[config.mk]
export PLATFORM = sky130hd
export DESIGN_NAME = pipeline_hazard_ctrl
export DESIGN_NICKNAME = d
export VERILOG_FILES = /design/src/rtl/pipeline_hazard_ctrl.sv
export SDC_FILE = /design/constraint.sdc
export NUM_CORES = 1
export LEC_CHECK = 0
export ABC_AREA = 1
export ABC_CLOCK_PERIOD_IN_PS = 2200
export BUFFER_PORTS_ARGS = -buffer_cell sky130_fd_sc_hd__buf_2
export CAP_MARGIN = 20
export CORE_MARGIN = 3
export CORE_UTILIZATION = 40
export DETAILED_ROUTE_END_ITERATION = 8
export PLACE_DENSITY = 0.75
export SYNTH_ARGS = -nofsm -noshare
export SYNTH_HDL_FRONTEND = slang
export SYNTH_SLANG_ARGS = --single-unit
[constraint.sdc]
create_clock -name clk_CPU -period 2.2 [get_ports clk_CPU]
set_clock_uncertainty 0.05 [all_clocks]
set_input_delay 0.44 -clock clk_CPU [delete_from_list [all_inputs] [get_ports clk_CPU]]
set_output_delay 0.44 -clock clk_CPU [all_outputs]
set_load 0.005 [all_outputs]
[src/rtl/pipeline_hazard_ctrl.sv]
// Hazard and sequencing controller for the 5-stage pipeline.
// Sequences a post-reset pipeline clear, resolves memory-wait freezes,
// taken-branch flushes and load-use bubbles in priority order, selects
// ALU operand forwarding, and keeps saturating stall/flush statistics.
module pipeline_hazard_ctrl #(
  parameter int INIT_CYCLES = 4,
  parameter int MEM_TIMEOUT = 15,
  parameter int CNT_W       = 16
) (
  input  logic             clk_CPU,
  input  logic             rst_n_CPU,
  input  logic [4:0]       rs_ID,
  input  logic [4:0]       rt_ID,
  input  logic [4:0]       rs_EX,
  input  logic [4:0]       rt_EX,
  input  logic             memRead_EX,
  input  logic             regWrite_MEM,
  input  logic [4:0]       wAddr_MEM,
  input  logic             regWrite_WB,
  input  logic [4:0]       wAddr_WB,
  input  logic             branchTaken_MEM,
  input  logic             memAccess_MEM,
  input  logic             memAck,
  output logic             pcWrite,
  output logic             bf0Write,
  output logic             bf0Flush,
  output logic             bf1Flush,
  output logic             bf2Flush,
  output logic             bf1Bubble,
  output logic             freeze,
  output logic [1:0]       fwdA,
  output logic [1:0]       fwdB,
  output logic             memTimeout,
  output logic [CNT_W-1:0] stallCount,
  output logic [CNT_W-1:0] flushCount
);

  localparam int INIT_W = (INIT_CYCLES < 2) ? 1 : $clog2(INIT_CYCLES + 1);
  localparam int WAIT_W = (MEM_TIMEOUT < 2) ? 1 : $clog2(MEM_TIMEOUT + 1);

  typedef enum logic [1:0] {
    S_INIT     = 2'd0,
    S_RUN      = 2'd1,
    S_MEM_WAIT = 2'd2,
    S_ERROR    = 2'd3
  } state_t;

  state_t            state, state_nxt;
  logic [INIT_W-1:0] init_cnt;
  logic [WAIT_W-1:0] wait_cnt;

  logic decode_live;
  logic load_use;
  logic mem_stall;
  logic take_branch;
  logic take_load_use;

  // Counter increment that sticks at all-ones instead of wrapping.
  function automatic logic [CNT_W-1:0] sat_inc(input logic [CNT_W-1:0] v);
    return (v == {CNT_W{1'b1}}) ? v : v + 1'b1;
  endfunction

  // Forwarding source for one operand; the younger MEM result wins over WB.
  function automatic logic [1:0] fwd_sel(input logic [4:0] src,
                                         input logic       wr_mem,
                                         input logic [4:0] addr_mem,
                                         input logic       wr_wb,
                                         input logic [4:0] addr_wb);
    if (wr_mem && (addr_mem != 5'd0) && (addr_mem == src))
      return 2'b10;
    else if (wr_wb && (addr_wb != 5'd0) && (addr_wb == src))
      return 2'b01;
    else
      return 2'b00;
  endfunction

  // Hazard qualifiers; the priority order memory > branch > load-use is resolved here.
  always_comb begin
    decode_live   = (state == S_RUN) || (state == S_MEM_WAIT);
    load_use      = memRead_EX && (rt_EX != 5'd0) &&
                    ((rt_EX == rs_ID) || (rt_EX == rt_ID));
    mem_stall     = ((state == S_RUN) && memAccess_MEM && !memAck) ||
                    ((state == S_MEM_WAIT) && !memAck);
    take_branch   = decode_live && !mem_stall && branchTaken_MEM;
    take_load_use = decode_live && !mem_stall && !branchTaken_MEM && load_use;
  end

  // State register plus sequencing counters, sticky error flag and statistics.
  always_ff @(posedge clk_CPU or negedge rst_n_CPU) begin
    if (!rst_n_CPU) begin
      state      <= S_INIT;
      init_cnt   <= '0;
      wait_cnt   <= '0;
      memTimeout <= 1'b0;
      stallCount <= '0;
      flushCount <= '0;
    end else begin
      state <= state_nxt;
      if (state == S_INIT)
        init_cnt <= init_cnt + 1'b1;
      if ((state == S_RUN) && mem_stall)
        wait_cnt <= WAIT_W'(1);
      else if ((state == S_MEM_WAIT) && memAck)
        wait_cnt <= '0;
      else if ((state == S_MEM_WAIT) && (wait_cnt != WAIT_W'(MEM_TIMEOUT)))
        wait_cnt <= wait_cnt + 1'b1;
      if (state_nxt == S_ERROR)
        memTimeout <= 1'b1;
      if (mem_stall || take_load_use)
        stallCount <= sat_inc(stallCount);
      if (take_branch)
        flushCount <= sat_inc(flushCount);
    end
  end

  // Next-state selection.
  always_comb begin
    state_nxt = state;
    case (state)
      S_INIT:     if (init_cnt == INIT_W'(INIT_CYCLES - 1)) state_nxt = S_RUN;
      S_RUN:      if (mem_stall) state_nxt = S_MEM_WAIT;
      S_MEM_WAIT: begin
        if (memAck)
          state_nxt = S_RUN;
        else if (wait_cnt == WAIT_W'(MEM_TIMEOUT))
          state_nxt = S_ERROR;
      end
      default:    state_nxt = S_ERROR;
    endcase
  end

  // Pipeline control decode (Mealy in RUN and on the MEM_WAIT ack cycle).
  always_comb begin
    pcWrite   = 1'b0;
    bf0Write  = 1'b0;
    bf0Flush  = 1'b0;
    bf1Flush  = 1'b0;
    bf2Flush  = 1'b0;
    bf1Bubble = 1'b0;
    freeze    = 1'b0;
    case (state)
      S_INIT: begin
        bf0Flush  = 1'b1;
        bf1Flush  = 1'b1;
        bf2Flush  = 1'b1;
        bf1Bubble = 1'b1;
      end
      S_RUN, S_MEM_WAIT: begin
        if (mem_stall) begin
          freeze = 1'b1;
        end else begin
          pcWrite  = 1'b1;
          bf0Write = 1'b1;
          if (take_branch) begin
            bf0Flush = 1'b1;
            bf1Flush = 1'b1;
            bf2Flush = 1'b1;
          end else if (take_load_use) begin
            pcWrite   = 1'b0;
            bf0Write  = 1'b0;
            bf1Bubble = 1'b1;
          end
        end
      end
      default: freeze = 1'b1;
    endcase
  end

  // Operand forwarding selects; held at the register path while the pipeline clears.
  always_comb begin
    fwdA = 2'b00;
    fwdB = 2'b00;
    if (state != S_INIT) begin
      fwdA = fwd_sel(rs_EX, regWrite_MEM, wAddr_MEM, regWrite_WB, wAddr_WB);
      fwdB = fwd_sel(rt_EX, regWrite_MEM, wAddr_MEM, regWrite_WB, wAddr_WB);
    end
  end

endmodule
Yosys cells after proc, flatten, opt, wreduce, memory -nomap -nowiden
Cells that the tools add are included.
- register bits: 42
- logic and storage cells: 87
- add/subtract/negate cells: 4
- equality and inequality tests: 14
- muxes and demuxes: 27
- bitwise gates (word level): 2
- reductions and logical operators: 34
- operator list (cell ; count):
    16-bit by 1-bit adder with 16-bit output (second input constant) ; 2
    16-bit == test (second input constant) ; 2
    5-bit == test ; 6
    1-bit logical AND ; 18
    2-bit two-way mux ; 8
    5-bit nonzero test ; 3
    1-bit two-way mux ; 12
    4-bit two-way mux ; 3
    1-bit one-hot mux with 2 select lines ; 3
    2-bit one-hot mux with 3 select lines ; 1
    4-bit by 1-bit adder with 4-bit output (second input constant) ; 1
    2-bit == test (second input constant) ; 2
    4-bit == test (second input constant) ; 1
    1-bit logical OR ; 4
    4-bit != test (second input constant) ; 1
    2-bit AND reduction ; 2
    3-bit by 1-bit adder with 3-bit output (second input constant) ; 1
    3-bit by 2-bit == test with 1-bit output (second input constant) ; 1
    1-bit zero test ; 3
    3-bit nonzero test ; 1
    2-bit by 1-bit == test with 1-bit output (second input constant) ; 1
    2-bit zero test ; 1
    1-bit NOT ; 2
    2-bit nonzero test ; 1
    2-bit OR reduction ; 1

Logic depth before layout (Yosys ltp)
Gate-level depths: netlist of run 1.
- depth in word-level cells: 12
- depth in mapped cells: 13
- gate-level depth less buffers: 12

Worst setup path after synthesis of run 1
No wires, ideal clock.
- path kind: register to output
- start point: reg state[0]
- end point: out pcWrite
- arrival: 1.660 ns
- setup slack: 0.050 ns
- cell stages (with the launch flop): 13
- path buffers: 2
- path through: dfrtp_1 inv_1 ha_1 nand2_1 nand2_2 nor2_4 inv_2 nor2_1 nand2_2 nand2_4 buf_4 nor2_1 buf_4
- cells in the longest elaborated chain, start to end: 12
- elaborated cells between the ends (all ways): 17
- RTL lines (what ; line ; source):
    start, declared ; 48 ; state_t state, state_nxt;
    start signal, assigned ; 98 ; state <= state_nxt;
    2-bit by 1-bit == test with 1-bit output ; - ;
    1-bit logical AND (2 in a row) ; 82 ; mem_stall = ((state == S_RUN) && memAccess_MEM && !memAck) ||
    1-bit logical OR ; 82 ;
    1-bit zero test ; 84, 85 ;
    1-bit logical AND ; 84, 85 ;
    1-bit logical AND (2 in a row) ; 85 ; take_load_use = decode_live && !mem_stall && !branchTaken_MEM && load_use;
    1-bit two-way mux (3 in a row) ; - ;
    1-bit two-way mux (*) ; - ;
    end, declared ; 24 ; output logic pcWrite,
Every way passes the cells marked *; elsewhere a longest branch is shown, timed or not.

Worst setup path after layout of run 1
- start point: reg state[0]
- end point: out bf1Bubble
- cells in the longest elaborated chain, start to end: 12
- elaborated cells between the ends (all ways): 18
- RTL lines (what ; line ; source):
    2-bit by 1-bit == test with 1-bit output ; 79, 82, 141 ;
    1-bit logical AND (2 in a row) ; 82 ;
    1-bit logical OR ; 82 ;
    1-bit zero test ; 84, 85 ;
    1-bit logical AND ; 84, 85 ;
    1-bit logical AND (2 in a row) ; 85 ;
    1-bit two-way mux ; 158 ; end else if (take_load_use) begin
    1-bit two-way mux ; 154 ; if (take_branch) begin
    1-bit two-way mux ; 149 ; if (mem_stall) begin
    1-bit one-hot mux with 2 select lines (*) ; 141 ; case (state)
    end, declared ; 29 ; output logic bf1Bubble,
Marks and branches as above.

==> results.yml, run 1 <==
routing:
  drt-wirelength-per-cell_um: 12.4
  met2WireLength_mm: 3.90
  vias: 2943
  drc: 0
  drtAntennaViolNets: 0
  via_per_inst: 4.80
  drt_iter0_drc: 117
  wl_met1_mm: 3.19
  wirelength_mm: 7.60
  wl_met3_um: 350
  top_layer: "met4"
  dr.pass1.iters: 4
clock_tree:
  clk-insertion-delay-late_ps: 300
  cts_tree: "yes"
  hold_buffers: 0
  cts_buffers: 5
  clk_pin_slew_ps: 80
  cts_sinks: 42
  ctsHtreeMaxLevel: 2
  root_buffer: "clkbuf_8"
  cts_max_path_buffers: 2
pwr:
  leakagePower_nw: 2.02
  ir_worst_vdd_mv: 0.542
  p_per_area_nw_per_um2: 879
logic_synthesis:
  netlist_instances: 418
  synth-edff-count: 0
  synth_top_area_share: 0.347
  syn_area_per_cell_um2: 7.24
  synthAdderAreaFrac: 0.0372
  synth.cell_area_um2: 3030
  synth_seq_cells: 42
  yosysWarnings: 0
  synthesis.nets: 465
  synth_largest_area_cell: "dfrtp_1"
  postSynth.asyncResetShare: 1.00
  synth_compound_area_frac: 0.0384
  yosys.area_share.simple: 0.357
  post_synth_mux_area_share: 0
  yosys-top-cells-area: "dfrtp_1 35%, nand2_1 15%, xor2_1 7.5%, inv_1 6.2%, nand3_1 6.0%"
  synth_top_family_by_area: "simple AND/OR/NAND/NOR gates"
  synth-seq-area-share: 0.347
  synth-main-ff-cell: "dfrtp_1"
  synth-xor-area-share: 0.127
  synth.distinct_cells: 30
timing:
  rsz0062_at_grt: "true"
  slew_headroom: 0.642
  setup_tns_ps: -98.6
  layout_setup_ws_ps: -36.7
  tightest_slew_ps: 536
  fin_crit_sh: 1.02
  period_needed_ps: 2240
  slew_viol_final: 0
  max_freq_ghz: 0.447
  hold_violations: 0
  setup_viol: 6
place:
  place_area_um2: 3540
  gp_congestion: 0.830
  port_buffers: 81
  dpl.hpwl_mm: 5.64
finish:
  area_growth_pct: 25.5
  fin_nets: 560
  diodes: 0
  drive_gt1_frac: 0.284
  mostFrequentLayoutCell: "nand2_1"
  fillers: 705
  fin_area_um2: 3800
  layout_common_cells: "119 x nand2_1, 81 x buf_2, 45 x inv_1, 41 x dfrtp_1, 35 x nand3_1"
die:
  fp.dieH_um: 93.0
  die_w_um: 93.0
  initial_core_util: 0.415
  num_rows: 31
  die_area_um2: 8650
  num_io_pins: 82
  core-area_um2: 7290
global_routing:
  antenna_found_initial: 0
  grt_max_degree: 43
  grt_pass1_vias: 2882
  overflow: 0
  grt_pass1_wl_mm: 12.7
  grt_usage: 0.181
worst_setup_path:
  cp_data_arrival_time_ps: 1750
  reg2reg_slack_ps: 150
  worst-path-max-fanout: 5
  startpoint_type: "flop"
  critical_path_class: "reg -> out"
  worstPathRequired_ps: 1710
  critPathCaptureType: "output pin"
run_status:
  status: "finished with violations"
  violations: "setup timing"
job:
  drv_cap: 0
min_path:
  hp-class: "in -> async"
## area by class of cell
cell class	count	area (um^2)	area share
multi-input cells	311	1780	0.470
inverters	55	211	0.0557
flip-flops and latches	42	1050	0.277
clock inverters	3	21.3	0.00560
clock buffers	5	68.8	0.0181
well taps	99	124	0.0326
repair buffers	98	537	0.141
## Yosys cell counts, types with 2 or more instances
library cell / number
xnor2_1: 18
ha_1: 9
nor2_4: 3
nand2_4: 2
nor4_1: 3
o21ai_0: 11
nor2_2: 7
inv_1: 50
xor2_1: 26
buf_2: 2
nand3b_1: 2
buf_4: 5
nor3_1: 12
nand2_1: 120
a21oi_1: 8
nand3_1: 36
dfrtp_1: 42
nor2_1: 34
nand4_1: 8
inv_2: 5
nand2_2: 5
buf_6: 2
## flip-flops by register name, indices dropped and copies added, names as in the netlist
signal	cells
flushCount	16
init_cnt	3
memTimeout	1
stallCount	16
state	2
wait_cnt	4
## cells by family after synthesis
kind of cell	count (synthesis)
adder cells (fa/ha/maj)	9
XOR/XNOR	44
flip-flops	42
buffers and inverters	65
AO/OA/AOI/OAI	22
AND/OR/NAND/NOR	236
## critical path: stages, from the launching register on
cell	delay [ps]
dfrtp_2	460
inv_4	70
ha_4	280
inv_4	40
nor2_4	100
inv_2	60
nor2_2	80
nand2_2	90
a21oi_2	140
buf_2	130
## worst paths after layout
kind / startpoint / endpoint / cells past startpoint
setup / recovery: state[0] / bf1Bubble / 9
hold / removal: rst_n_CPU / flushCount[4] / 2
setup reg to reg: state[0] / stallCount[0] / 13
hold reg to reg: memTimeout / memTimeout / 1
max in group asynchronous: rst_n_CPU / state[0] / 2
min in group clk_CPU: memTimeout / memTimeout / 1
## metrics by stage
stage | util | hold WS, ps | setup WS (ps) | total power, mW | cells
6_report | 0.521 | 147 | -36.7 | 3.34 | 613
5_1_grt | 0.521 | 202 | -114 | 3.61 | 613
4_1_cts | 0.519 | 169 | -63.4 | 3.29 | 612
3_5_place_dp | 0.485 | 401 | 62.2 | 2.51 | 595
3_3_place_gp | 0.485 | 391 | 145 | 2.45 | 595
2_1_floorplan | - | 94.4 | 49.7 | 2.06 | 418
## power by group
part	internal, mW	leakage [nW]	switching (mW)
Sequential	0.938	0.544	0.189
Combinational	0.758	1.43	0.951
Clock	0.223	0.0441	0.281
## what timing repair did
item                                    CTS  global route
gates resized for setup                  22             3
pin swaps                                10             8
buffers inserted                          9             1
endpoints found under the setup margin    6             7
cloned                                    0             0
## routing by layer
metal  global-route usage  up-vias
li1                     -     1503
met1                0.212     1349
met2                0.329       77
met3               0.0290       14
met4               0.0672        0
met5                    0        -
Note: power is estimated with default switching activity, not from simulation.
==> run 2, diff against run 1 <==
--- a/config.mk
+++ b/config.mk
@@ -8,11 +8,10 @@
 export ABC_AREA = 1
 export ABC_CLOCK_PERIOD_IN_PS = 2200
 export BUFFER_PORTS_ARGS = -buffer_cell sky130_fd_sc_hd__buf_2
-export CAP_MARGIN = 20
 export CORE_MARGIN = 3
-export CORE_UTILIZATION = 40
+export CORE_UTILIZATION = 48
 export DETAILED_ROUTE_END_ITERATION = 8
-export PLACE_DENSITY = 0.75
+export PLACE_DENSITY = 0.86
 export SYNTH_ARGS = -nofsm -noshare
 export SYNTH_HDL_FRONTEND = slang
 export SYNTH_SLANG_ARGS = --single-unit
==> results.yml, run 2 (synthesized netlist as in run 1, its figures left out) <==
global_routing:
  overflow: 0
  grt_pass1_vias: 2808
  grt_usage: 0.205
  grt_pass1_wl_mm: 12.2
  grt_max_degree: 43
  antenna_found_initial: 0
pwr:
  p_per_area_nw_per_um2: 883
  switching_share: 0.434
  power_frac_clock: 0.159
  fin_total_pwr_mw: 3.27
  internal_power_mw: 1.85
  leakagePower_nw: 1.98
  switchingPower_mw: 1.42
  power_frac_seq: 0.345
  combPwrFrac: 0.496
  ir_worst_vdd_mv: 0.627
die:
  core-area_um2: 6030
  num_io_pins: 82
  initial_core_util: 0.502
  die_area_um2: 7300
  die_w_um: 85.4
  num_rows: 28
  fp.dieH_um: 85.4
worst_setup_path:
  crit_chain: "inv_4, ha_4, nand2_2, nand2_2, nor2_4, inv_2, nor2_4, inv_2, a21oi_2, buf_2"
  r2r-end: "stallCount[3]"
  slowest_delay_ps: 440
  worstPathRequired_ps: 1710
  critical_path_class: "reg -> out"
  worst-path-max-fanout: 3
  reg2reg_slack_ps: 120
  r2r-start: "state[0]"
  startpoint_type: "flop"
  r2r_cells: 14
  cp_data_arrival_time_ps: 1810
  critPathSlowestCell: "dfrtp_2"
  critPathCaptureType: "output pin"
finish:
  area_growth_pct: 22.2
  diodes: 0
  largest_registers: "flushCount (16), stallCount (16), wait_cnt (4)"
  final_cells: 583
  fin_area_um2: 3700
  layout_common_cells: "119 x nand2_1, 81 x buf_2, 44 x inv_1, 40 x dfrtp_1, 35 x nand3_1"
  drive_gt1_frac: 0.280
  mostFrequentLayoutCell: "nand2_1"
  fin_nets: 554
timing:
  fin_crit_sh: 1.05
  tightest_slew_ps: 532
  max_freq_ghz: 0.434
  layout_setup_ws_ps: -104
  setup_tns_ps: -445
  hold_violations: 0
  slew_viol_final: 0
  setup_viol: 6
  slew_headroom: 0.645
  rsz0062_at_grt: "true"
  period_needed_ps: 2300
routing:
  drt_iter0_drc: 154
  wirelength_mm: 7.64
  drc: 0
  drtAntennaViolNets: 0
  drt-wirelength-per-cell_um: 13.1
  vias: 2960
  dr.pass1.iters: 4
  via_per_inst: 5.08
clock_tree:
  cts_tree: "yes"
  cts_sinks: 42
  root_buffer: "clkbuf_8"
  clk-insertion-delay-late_ps: 310
  ctsHtreeMaxLevel: 2
  cts_max_path_buffers: 2
  cts_buffers: 5
  clk_pin_slew_ps: 90
place:
  port_buffers: 81
  place_inst: 567
  dpl.hpwl_mm: 5.66
  gp_congestion: 0.901
  place_area_um2: 3480
run_status:
  status: "finished with violations"
  violations: "setup timing"
min_path:
  hp-class: "in -> async"
job:
  drv_cap: 0
==> run 2: cell count changes in the layout (fill, tap and decap cells not counted), moves of 2 or more <==
cell	delta
buf_4	-5
inv_4	+2
nand2_2	+2
nand2_4	-2
==> run 2: worst max-delay path, delay by kind of cell (launching register included) <==
kind / cells / cell delay, ps
buffers and inverters: 4 / 320
and+or+nand+nor: 4 / 430
AOI/OAI and AO/OA: 1 / 160
adders and majority gates: 1 / 170
DFF: 1 / 440
==> run 2: power groups by stage <==
stage	Sequential [mW]	Combinational (mW)	Clock, mW
after detailed placement	1.12	1.34	0
after floorplan	1.10	0.960	0
after CTS	1.10	1.45	0.531
after global routing	1.15	1.81	0.559
final	1.13	1.62	0.520
after global placement	1.10	1.28	0
==> run 2: layout make-up <==
| type | instances | area [um^2] |
|---|---|---|
| fillers | 539 | 2320 |
| clock inverters | 3 | 21.3 |
| inverters | 55 | 216 |
| flip-flops and latches | 42 | 1050 |
| repair buffers | 92 | 488 |
| multi-input cells | 311 | 1760 |
| well taps | 75 | 93.8 |
| clock buffers | 5 | 68.8 |
==> run 2: worst max path at each step <==
stage	startpoint	to	slack, ps	cells after the start
after floorplan	state[0]	pcWrite	50	12
after global placement	state[0]	bf0Flush	160	10
after detailed placement	state[0]	bf1Flush	70	10
after CTS	state[1]	bf1Flush	-70	9
after global routing	state[0]	bf1Flush	-190	10
final	state[0]	bf1Flush	-100	10
==> run 2: metal layers <==
metal / GRT usage / vias to the layer above / wire (um)
met5: 0 / - / 0
met4: 0.0748 / 0 / 125
met3: 0.0408 / 12 / 366
met2: 0.361 / 76 / 4030
met1: 0.246 / 1380 / 3120
li1: - / 1492 / -
==> run 2: what timing repair did <==
item                                    in CTS  in global routing
endpoints found under the setup margin       8                  9
resized for setup                           11                 13
buffers inserted                             3                  5
pin swaps                                    1                  8
hold buffers                                 0                  0
gates cloned                                 0                  0
==> run 2: through the flow <==
| stage | worst slack, ps | utilization | hold WS [ps] |
|---|---|---|---|
| floorplan | 49.7 | - | 94.4 |
| global placement | 160 | 0.577 | 391 |
| detailed placement | 74.9 | 0.577 | 404 |
| CTS | -72.4 | 0.599 | 159 |
| global route | -195 | 0.614 | 189 |
| finish | -104 | 0.614 | 139 |
==> run 3, diff against run 2 <==
--- a/config.mk
+++ b/config.mk
@@ -7,7 +7,7 @@
 export LEC_CHECK = 0
 export ABC_AREA = 1
 export ABC_CLOCK_PERIOD_IN_PS = 2200
-export BUFFER_PORTS_ARGS = -buffer_cell sky130_fd_sc_hd__buf_2
+export BUFFER_PORTS_ARGS = -buffer_cell sky130_fd_sc_hd__buf_4
 export CORE_MARGIN = 3
 export CORE_UTILIZATION = 48
 export DETAILED_ROUTE_END_ITERATION = 8
==> constraint.sdc (replaced) <==
create_clock -name clk_CPU -period 2.2 [get_ports clk_CPU]
set_clock_uncertainty 0.05 [all_clocks]
set_input_delay 0.22 -clock clk_CPU [delete_from_list [all_inputs] [get_ports clk_CPU]]
set_output_delay 0.22 -clock clk_CPU [all_outputs]
set_load 0.005 [all_outputs]
==> results.yml, run 3 (synthesized netlist as in run 1, its figures left out) <==
timing:
  hold_violations: 0
  whs_ps: 207
  fin_crit_sh: 0.957
  period_needed_ps: 2110
  max_freq_ghz: 0.475
  tightest_slew_ps: 511
  slew_viol_final: 0
  slew_headroom: 0.655
  setup_viol: 0
clock_tree:
  cts_sinks: 42
  cts_max_path_buffers: 2
  clk-insertion-delay-late_ps: 290
  cts_tree: "yes"
  root_buffer: "clkbuf_8"
  clk_pin_slew_ps: 70
  cts_buffers: 5
  ctsHtreeMaxLevel: 2
place:
  dpl.hpwl_mm: 5.71
  place_area_um2: 3660
  gp_congestion: 0.881
  port_buffers: 81
finish:
  fin_nets: 552
  mostFrequentLayoutCell: "nand2_1"
  largest_registers: "flushCount (16), stallCount (16), wait_cnt (4)"
  drive_gt1_frac: 0.257
  diodes: 0
  area_growth_pct: 27.4
  layout_common_cells: "120 x nand2_1, 88 x buf_4, 47 x inv_1, 42 x dfrtp_1, 36 x nand3_1"
  fin_area_um2: 3860
  fin_util: 0.640
worst_setup_path:
  critPathCaptureType: "output pin"
  cp_data_arrival_time_ps: 1840
  critPathSlowestCell: "dfrtp_1"
  worstPathRequired_ps: 1930
  worst-path-max-fanout: 4
  r2r_cells: 12
  critical_path_class: "reg -> out"
  crit_chain: "buf_4, ha_4, nand3_1, nand2_2, nor2_4, inv_2, nor2_2, nand2_2, a21oi_2, buf_4"
  slowest_delay_ps: 400
  reg2reg_slack_ps: 170
  startpoint_type: "flop"
pwr:
  combPwrFrac: 0.505
  leakagePower_nw: 2.02
  ir_worst_vdd_mv: 0.640
  power_frac_clock: 0.158
  p_per_area_nw_per_um2: 847
  fin_total_pwr_mw: 3.27
  power_frac_seq: 0.337
  switching_share: 0.406
  switchingPower_mw: 1.33
  internal_power_mw: 1.94
global_routing:
  grt_pass1_vias: 2840
  grt_usage: 0.208
  overflow: 0
  antenna_found_initial: 0
  grt_pass1_wl_mm: 12.5
  grt_max_degree: 43
job:
  drv_cap: 0
min_path:
  min_path_cells: 4
  hp-class: "in -> reg"
routing:
  drc: 0
  via_per_inst: 5.00
  drt-wirelength-per-cell_um: 13.0
  vias: 2903
  drt_iter0_drc: 206
  wirelength_mm: 7.55
  drtAntennaViolNets: 0
  dr.pass1.iters: 4
die:
  die_area_um2: 7300
  die_w_um: 85.4
  num_io_pins: 82
  core-area_um2: 6030
  initial_core_util: 0.502
  fp.dieH_um: 85.4
  num_rows: 28
run_status:
  status: "completed"
-- run 3: worst paths after layout --
path / endpoint / from
hold reg to reg: init_cnt[0] / init_cnt[0]
min in group asynchronous: flushCount[3] / rst_n_CPU
hold / removal: wait_cnt[0] / memAck
setup / recovery: bf1Bubble / state[0]
setup reg to reg: flushCount[9] / state[0]
max in group asynchronous: wait_cnt[2] / rst_n_CPU
-- run 3: power by group through the flow --
stage	combinational [mW]	clock, mW	sequential, mW
finish	1.65	0.516	1.10
global route	1.83	0.564	1.14
CTS	1.52	0.526	1.11
detailed placement	1.45	0	1.12
global placement	1.39	0	1.11
floorplan	0.960	0	1.10
-- run 3: repair_timing --
item	in CTS	in global routing
hold buffers	1	0
gates resized for setup	4	8
buffers inserted	3	5
hold endpoints to repair	42	0
pin swaps	1	1
setup endpoints to repair	7	22
-- run 3: cell type report --
class / instances / area (um^2)
fill: 517 / 2170
tap: 75 / 93.8
clock buffer: 7 / 86.3
timing repair buffer: 90 / 682
clock inverter: 1 / 5.00
multi-input combinational: 311 / 1730
inverter: 55 / 206
sequential: 42 / 1050
-- run 3: per-layer routing --
layer  track usage  share of wire
met5             0              0
met4        0.0576          0.013
met3        0.0437          0.044
met2         0.378           0.53
met1         0.246           0.41
-- run 3: critical path: cells and delay by family, from the launching register on --
family,cells,cell delay [ps]
compound gates,1,140
buf+inv,3,340
fa+ha+maj,1,160
flops,1,400
simple gates,5,510
-- run 3: metrics by stage --
| step | setup WS [ps] | setup TNS [ps] | cells |
|---|---|---|---|
| after CTS | 14.5 | 0 | 576 |
| final | 93.9 | 0 | 581 |
| after floorplan | 270 | 0 | 418 |
| after global routing | -7.81 | -22.4 | 581 |
| after detailed placement | 172 | 0 | 564 |
| after global placement | 280 | 0 | 564 |
